`src/rtl/mdio_pkg.sv`:
```
// Shared constants, state encoding and field boundaries for the clause-22 MDIO receptor.
package mdio_pkg;

  localparam logic [1:0] OP_WRITE = 2'b01;
  localparam logic [1:0] OP_READ  = 2'b10;
  localparam logic [1:0] ST_CL22  = 2'b01;

  // Field boundaries expressed as MDC rise counts within a frame.
  localparam int RISE_HDR_END   = 14;
  localparam int RISE_TA_END    = 16;
  localparam int RISE_FRAME_END = 32;

  typedef enum logic [2:0] {
    IDLE,
    HDR,
    WR_TA,
    WR_DATA,
    RD_TA,
    RD_DATA,
    SKIP
  } state_t;

endpackage

```
`src/rtl/mdio_receptor_if.sv`:
```
// MDIO serial pins plus the local register-side strobes, grouped for the receptor.
interface mdio_receptor_if;
  logic        mdc;
  logic        mdio_out;
  logic        mdio_oe;
  logic        mdio_in;
  logic        mdio_in_en;
  logic [4:0]  reg_addr;
  logic [15:0] wr_data;
  logic        wr_stb;
  logic        rd_req;
  logic [15:0] rd_data;
  logic        frame_err;

  modport master (
    output mdc, mdio_out, mdio_oe, rd_data,
    input  mdio_in, mdio_in_en, reg_addr, wr_data, wr_stb, rd_req, frame_err
  );

  modport slave (
    input  mdc, mdio_out, mdio_oe, rd_data,
    output mdio_in, mdio_in_en, reg_addr, wr_data, wr_stb, rd_req, frame_err
  );
endinterface

```
`src/rtl/mdc_edge_det.sv`:
```
// MDC rise/fall detector; one register, edges valid combinationally in the detect cycle.
// No backpressure; MDC shares clk so no synchroniser is needed.
module mdc_edge_det (
  input  logic clk,
  input  logic reset,
  input  logic mdc,
  output logic rise,
  output logic fall
);
  logic mdc_q;

  // Preset high so an MDC already high when reset drops is not taken as a rise.
  always_ff @(posedge clk or posedge reset) begin
    if (reset) mdc_q <= 1'b1;
    else       mdc_q <= mdc;
  end

  assign rise = mdc & ~mdc_q;
  assign fall = ~mdc & mdc_q;
endmodule

```
`src/rtl/mdio_receptor.sv`:
```
// Clause-22 MDIO frame decoder: write strobe/read request one clk after the deciding rise,
// read bits driven one clk after each MDC fall. No backpressure. Optional MDIO_ST_CHECK_EN.
module mdio_receptor
  import mdio_pkg::*;
#(
  parameter logic [4:0] PHY_ADDR = 5'h15
) (
  input logic              clk,
  input logic              reset,
  mdio_receptor_if.slave   bus
);
  localparam logic [4:0] CNT_HDR_LAST   = 5'(RISE_HDR_END - 1);
  localparam logic [4:0] CNT_TA_LAST    = 5'(RISE_TA_END - 1);
  localparam logic [4:0] CNT_TA_END     = 5'(RISE_TA_END);
  localparam logic [4:0] CNT_FRAME_LAST = 5'(RISE_FRAME_END - 1);
  // bit_cnt wraps to zero on rise 32; that value marks the final fall of a read.
  localparam logic [4:0] CNT_FRAME_WRAP = 5'(RISE_FRAME_END);

  state_t      state;
  logic [4:0]  bit_cnt;
  logic [10:0] hdr_sr;
  logic [14:0] data_sr;
  logic        mdio_in_q;
  logic        mdio_in_en_q;
  logic [4:0]  reg_addr_q;
  logic [15:0] wr_data_q;
  logic        wr_stb_q;
  logic        rd_req_q;
  logic        frame_err_q;
  logic        mdc_rise;
  logic        mdc_fall;
  logic [1:0]  hdr_op;
  logic [4:0]  hdr_phyad;
  logic [4:0]  hdr_regad;

  mdc_edge_det u_edge (
    .clk   (clk),
    .reset (reset),
    .mdc   (bus.mdc),
    .rise  (mdc_rise),
    .fall  (mdc_fall)
  );

  // hdr_sr keeps rises 3..13; the rise-14 bit is taken straight off the wire at decode.
  assign hdr_op    = hdr_sr[10:9];
  assign hdr_phyad = hdr_sr[8:4];
  assign hdr_regad = {hdr_sr[3:0], bus.mdio_out};

  always_ff @(posedge clk or posedge reset) begin
    if (reset) begin
      state        <= IDLE;
      bit_cnt      <= '0;
      hdr_sr       <= '0;
      data_sr      <= '0;
      mdio_in_q    <= 1'b0;
      mdio_in_en_q <= 1'b0;
      reg_addr_q   <= '0;
      wr_data_q    <= '0;
      wr_stb_q     <= 1'b0;
      rd_req_q     <= 1'b0;
      frame_err_q  <= 1'b0;
    end else begin
      wr_stb_q    <= 1'b0;
      rd_req_q    <= 1'b0;
      frame_err_q <= 1'b0;
      case (state)
        IDLE: begin
          if (mdc_rise && bus.mdio_oe) begin
            state   <= HDR;
            bit_cnt <= 5'd1;
            hdr_sr  <= {hdr_sr[9:0], bus.mdio_out};
          end
        end
        HDR: begin
          if (mdc_rise) begin
            if (!bus.mdio_oe) begin
              frame_err_q <= 1'b1;
              state       <= IDLE;
            end
`ifdef MDIO_ST_CHECK_EN
            else if (bit_cnt == 5'd1 && {hdr_sr[0], bus.mdio_out} != ST_CL22) begin
              frame_err_q <= 1'b1;
              state       <= IDLE;
            end
`endif
            else begin
              hdr_sr  <= {hdr_sr[9:0], bus.mdio_out};
              bit_cnt <= bit_cnt + 5'd1;
              if (bit_cnt == CNT_HDR_LAST) begin
                if (hdr_phyad != PHY_ADDR) begin
                  state <= SKIP;
                end else begin
                  reg_addr_q <= hdr_regad;
                  if (hdr_op == OP_WRITE) begin
                    state <= WR_TA;
                  end else if (hdr_op == OP_READ) begin
                    rd_req_q <= 1'b1;
                    state    <= RD_TA;
                  end else begin
                    frame_err_q <= 1'b1;
                    state       <= IDLE;
                  end
                end
              end
            end
          end
        end
        WR_TA: begin
          if (mdc_rise) begin
            if (!bus.mdio_oe) begin
              frame_err_q <= 1'b1;
              state       <= IDLE;
            end else begin
              bit_cnt <= bit_cnt + 5'd1;
              if (bit_cnt == CNT_TA_LAST) state <= WR_DATA;
            end
          end
        end
        WR_DATA: begin
          if (mdc_rise) begin
            if (!bus.mdio_oe) begin
              frame_err_q <= 1'b1;
              state       <= IDLE;
            end else if (bit_cnt == CNT_FRAME_LAST) begin
              wr_data_q <= {data_sr, bus.mdio_out};
              wr_stb_q  <= 1'b1;
              state     <= IDLE;
            end else begin
              data_sr <= {data_sr[13:0], bus.mdio_out};
              bit_cnt <= bit_cnt + 5'd1;
            end
          end
        end
        RD_TA: begin
          if (mdc_rise) begin
            bit_cnt <= bit_cnt + 5'd1;
          end else if (mdc_fall) begin
            if (bit_cnt == CNT_TA_LAST) begin
              mdio_in_en_q <= 1'b1;
              mdio_in_q    <= 1'b0;
            end else if (bit_cnt == CNT_TA_END) begin
              data_sr   <= bus.rd_data[14:0];
              mdio_in_q <= bus.rd_data[15];
              state     <= RD_DATA;
            end
          end
        end
        RD_DATA: begin
          if (mdc_rise) begin
            bit_cnt <= bit_cnt + 5'd1;
          end else if (mdc_fall) begin
            if (bit_cnt == CNT_FRAME_WRAP) begin
              mdio_in_en_q <= 1'b0;
              mdio_in_q    <= 1'b0;
              state        <= IDLE;
            end else begin
              mdio_in_q <= data_sr[14];
              data_sr   <= {data_sr[13:0], 1'b0};
            end
          end
        end
        SKIP: begin
          if (mdc_rise) begin
            if (bit_cnt == CNT_FRAME_LAST) state <= IDLE;
            else                          bit_cnt <= bit_cnt + 5'd1;
          end
        end
        default: state <= IDLE;
      endcase
    end
  end

  assign bus.mdio_in    = mdio_in_q;
  assign bus.mdio_in_en = mdio_in_en_q;
  assign bus.reg_addr   = reg_addr_q;
  assign bus.wr_data    = wr_data_q;
  assign bus.wr_stb     = wr_stb_q;
  assign bus.rd_req     = rd_req_q;
  assign bus.frame_err  = frame_err_q;
endmodule

```
`src/flat_wrapper.sv`:
```
// flat-port wrapper written by rule: the top's interface ports become plain ports
module mdio_receptor_flat import mdio_pkg::*;
#(
  parameter logic [4:0] PHY_ADDR = 5'h15
)
  (clk, reset, bus_mdc, bus_mdio_out, bus_mdio_oe, bus_rd_data, bus_mdio_in, bus_mdio_in_en, bus_reg_addr, bus_wr_data, bus_wr_stb, bus_rd_req, bus_frame_err);
  mdio_receptor_if bus_i ();
  input logic clk;
  input logic reset;
  input wire logic [$bits(bus_i.mdc)-1:0] bus_mdc;
  input wire logic [$bits(bus_i.mdio_out)-1:0] bus_mdio_out;
  input wire logic [$bits(bus_i.mdio_oe)-1:0] bus_mdio_oe;
  input wire logic [$bits(bus_i.rd_data)-1:0] bus_rd_data;
  output wire logic [$bits(bus_i.mdio_in)-1:0] bus_mdio_in;
  output wire logic [$bits(bus_i.mdio_in_en)-1:0] bus_mdio_in_en;
  output wire logic [$bits(bus_i.reg_addr)-1:0] bus_reg_addr;
  output wire logic [$bits(bus_i.wr_data)-1:0] bus_wr_data;
  output wire logic [$bits(bus_i.wr_stb)-1:0] bus_wr_stb;
  output wire logic [$bits(bus_i.rd_req)-1:0] bus_rd_req;
  output wire logic [$bits(bus_i.frame_err)-1:0] bus_frame_err;
  assign bus_i.mdc = bus_mdc;
  assign bus_i.mdio_out = bus_mdio_out;
  assign bus_i.mdio_oe = bus_mdio_oe;
  assign bus_i.rd_data = bus_rd_data;
  assign bus_mdio_in = bus_i.mdio_in;
  assign bus_mdio_in_en = bus_i.mdio_in_en;
  assign bus_reg_addr = bus_i.reg_addr;
  assign bus_wr_data = bus_i.wr_data;
  assign bus_wr_stb = bus_i.wr_stb;
  assign bus_rd_req = bus_i.rd_req;
  assign bus_frame_err = bus_i.frame_err;
  mdio_receptor #(.PHY_ADDR(PHY_ADDR)) u_core (.clk(clk), .reset(reset), .bus(bus_i));
endmodule
```
`config.mk`:
```
export PLATFORM = sky130hd
export DESIGN_NAME = mdio_receptor_flat
export DESIGN_NICKNAME = d
export VERILOG_FILES = /design/src/rtl/mdio_pkg.sv /design/src/rtl/mdio_receptor_if.sv /design/src/rtl/mdc_edge_det.sv /design/src/rtl/mdio_receptor.sv /design/src/flat_wrapper.sv
export SDC_FILE = /design/constraint.sdc
export NUM_CORES = 1
export LEC_CHECK = 0
export ABC_AREA = 0
export BUFFER_PORTS_ARGS = -buffer_cell sky130_fd_sc_hd__buf_2
export CAP_MARGIN = 0
export CORE_MARGIN = 3
export CORE_UTILIZATION = 50
export CTS_CLUSTER_SIZE = 12
export DETAILED_ROUTE_END_ITERATION = 10
export PLACE_DENSITY_LB_ADDON = 0.25
export SYNTH_ARGS = -nofsm -noshare
export SYNTH_HDL_FRONTEND = slang
export SYNTH_SLANG_ARGS = --single-unit
```
`constraint.sdc`:
```
create_clock -name clk -period 5.6 [get_ports clk]
set_input_delay 1.12 -clock clk [delete_from_list [all_inputs] [get_ports clk]]
set_output_delay 1.12 -clock clk [all_outputs]
set_load 0.05 [all_outputs]
```
==> reports/qor.yml <==
gp_congestion: 0.809
initial_core_util_pct: 52.7
worstRegToRegCells: 6
avgRoutedWirePerCell_um: 14.7
path_class: "in -> reg"
tightest_slew_ns: 0.995
fmax_ghz: 0.371
endpoint_kind: "register"
slew_viol_final: 0
numCtsBuffers: 9
setup_viol: 0
finClkSkew_ns: 0.00566
ys_async_sr_fraction_pct: 100
rsz0062_at_grt: "false"
port_buffers: 46
synth_flop_cell: "dfrtp_1"
cts_setup_buffers: 0
synth_top_family_by_area: "multiplexers"
io_pins: 47
cap_violations: 0
path_clk_slew_ns: 0.07
whs_endpoint: "u_core.bus.mdio_in"
synth_area_leader_cell: "dfrtp_1"
overflow: 0
yosys.area_share.simple_pct: 13.1
hold_start: "u_core.bus.mdio_in"
cts_tree: "yes"
grt_max_degree: 62
htree_levels: 3
r2r-end: "u_core.data_sr[4]"
top_layer_used: "met4"
path_max_fanout: 14
dp_hpwl_um: 3850
fillers: 481
coreArea_sq_um: 5610
die_w_um: 82.9
cts_buffer_depth: 2
ff2ff_setup_slack_ns: 3.11
drt_iter0_markers: 104
yosysTopAreaCellShare_pct: 50.8
final_area_sq_um: 3410
area_growth_pct: 15.5
cts_root_buf: "clkbuf_8"
syn_inst: 258
cts.repair.resized: 0
min_period_over_period_pct: 48.2
setup_tns_ns: 0
drc_errors: 0
reg2reg_from: "u_core.bit_cnt[0]"
synth-xor-area-share_pct: 0
clock_latency_ns: 0.33
ir_worst_vdd_uv: 221
drtPass1Iterations: 4
arrival_ns: 2.91
ys_types: 52
fin_crit_ns: 2.70
postRouteAntennaNets: 0
synthesis.area_sq_um: 2950
ys_warn_count: 0
nets: 331
synth_compound_area_share_pct: 11.2
ctsHoldBuffers: 0
synth_edf_count: 0
synth_mux_area_share_pct: 16.5
vias: 2091
worst_ep_required_time_ns: 5.82
layout_commonest_cell: "dfrtp_1"
finalHoldViolCount: 0
crit_path_start_kind: "input pin"
synthAdderAreaFrac_pct: 3.35
ys_top_cells_by_area: "dfrtp_1, mux2_2, mux2i_1, o21ai_0, nand2_1"
hold_path_class: "reg -> reg"
num_rows: 27
met2_length_um: 2680
synth_nets: 286
synth_seq_area_share_pct: 51.7
placed_area_sq_um: 3200
grt_pass1_vias: 2057
avgSynthCellArea_sq_um: 11.4
die_h_um: 82.9
met1Wirelength_um: 2650
fp.dieArea_sq_um: 6860
leakage_nw: 1.67
grtUsageTotal_pct: 17.6
vias_per_cell: 5.50
maxSlewHeadroom_pct: 33.6
outcome: "finished, final reports clean"
whs_path_depth: 2
clock_sinks: 61
p_per_area_nw_per_um2: 433
most-common-layout-cells: "dfrtp_1, buf_2, mux2_2"
drive_gt1_share_pct: 34.7
ys_seq_elements: 61
wl_met3_um: 221
totalWireLength_um: 5590
diodes: 0
antenna_found_initial: 0
grt_pass1_wl_um: 9880
[how the worst max path moves through the flow]
stage | depth (start not counted) | slack (ns) | start | end
final | 5 | 2.90 | bus_mdio_oe | u_core.bus.reg_addr[0]
after global placement | 5 | 2.61 | bus_mdc | u_core.bus.reg_addr[1]
after CTS | 5 | 2.92 | bus_mdc | u_core.bus.reg_addr[0]
after global routing | 5 | 2.79 | bus_mdio_oe | u_core.bus.reg_addr[3]
after floorplan | 1 | 2.97 | reset | u_core.bit_cnt[0]
after detailed placement | 5 | 2.56 | bus_mdc | u_core.bus.reg_addr[3]
[cells in the mapped netlist, drive strengths merged, types with 2 or more instances]
| library cell | instances |
|---|---|
| inv | 10 |
| o21ai | 29 |
| nand3b | 3 |
| a21oi | 5 |
| nand2 | 28 |
| dfrtp | 60 |
| mux2i | 15 |
| buf | 11 |
| o311ai | 2 |
| nor4bb | 2 |
| nand2b | 5 |
| nor3b | 2 |
| mux2 | 30 |
| nor3 | 4 |
| a31oi | 3 |
| clkbuf | 2 |
| and3 | 2 |
| ha | 7 |
| nor2 | 11 |
| nand3 | 5 |
| a221oi | 2 |
| and2 | 2 |
[sequential cells by signal (all words and copies together), names as in the netlist]
name                   count
u_core.data_sr            15
u_core.bus.rd_req          1
u_core.bus.reg_addr        5
u_core.bus.mdio_in_en      1
u_core.state               3
u_core.bus.wr_data        16
u_core.bus.mdio_in         1
u_core.bit_cnt             5
u_core.u_edge.mdc_q        1
u_core.hdr_sr             11
u_core.bus.wr_stb          1
u_core.bus.frame_err       1
[per-layer routing]
layer / GRT usage (%) / up-vias
met1: 23.4 / 1034
met5: 0 / -
met2: 27.3 / 37
met3: 6.75 / 6
met4: 4.61 / 0
li1: - / 1014
[kinds of logic (layout without fill, tap and decap cells)]
family                     count (synthesis)  count (layout)
buffers and inverters                     23              73
AOI/OAI and AO/OA                         50              50
and+or+nand+nor                           71              71
DFF                                       61              61
adders and majority gates                  8               8
muxes                                     45              45
[report_power, final]
group / switching [mW] / leakage [nW] / internal (mW)
combinational: 0.232 / 0.757 / 0.182
sequential: 0.124 / 0.808 / 0.538
clock: 0.171 / 0.102 / 0.230
[cell type report]
cell class	count	area, sq um	share of cell area [%]
clock buffers	11	151	4.44
inverters	10	37.5	1.10
repair buffers	47	238	6.97
multi-input cells	174	1310	38.3
flip-flops and latches	61	1530	44.8
clock inverters	5	58.8	1.72
well taps	72	90.1	2.64
[through the flow]
| stage | hold slack, ns | util [%] | power (mW) | cells | worst slack, ns |
|---|---|---|---|---|---|
| floorplan | 0.467 | - | 1.00 | 258 | 2.97 |
| global placement | 0.466 | 57.1 | 1.07 | 364 | 2.61 |
| detailed placement | 0.488 | 57.1 | 1.09 | 364 | 2.56 |
| CTS | 0.503 | 60.8 | 1.49 | 380 | 2.92 |
| global route | 0.528 | 60.8 | 1.59 | 380 | 2.79 |
| finish | 0.501 | 60.8 | 1.48 | 380 | 2.90 |
[worst max-delay path, cell delays in order]
cell,delay (ns)
buf_2,0.13
nand2b_1,0.16
nor3_2,0.70
and3_1,0.43
mux2_2,0.37
Power figures use the tool's default switching activity.
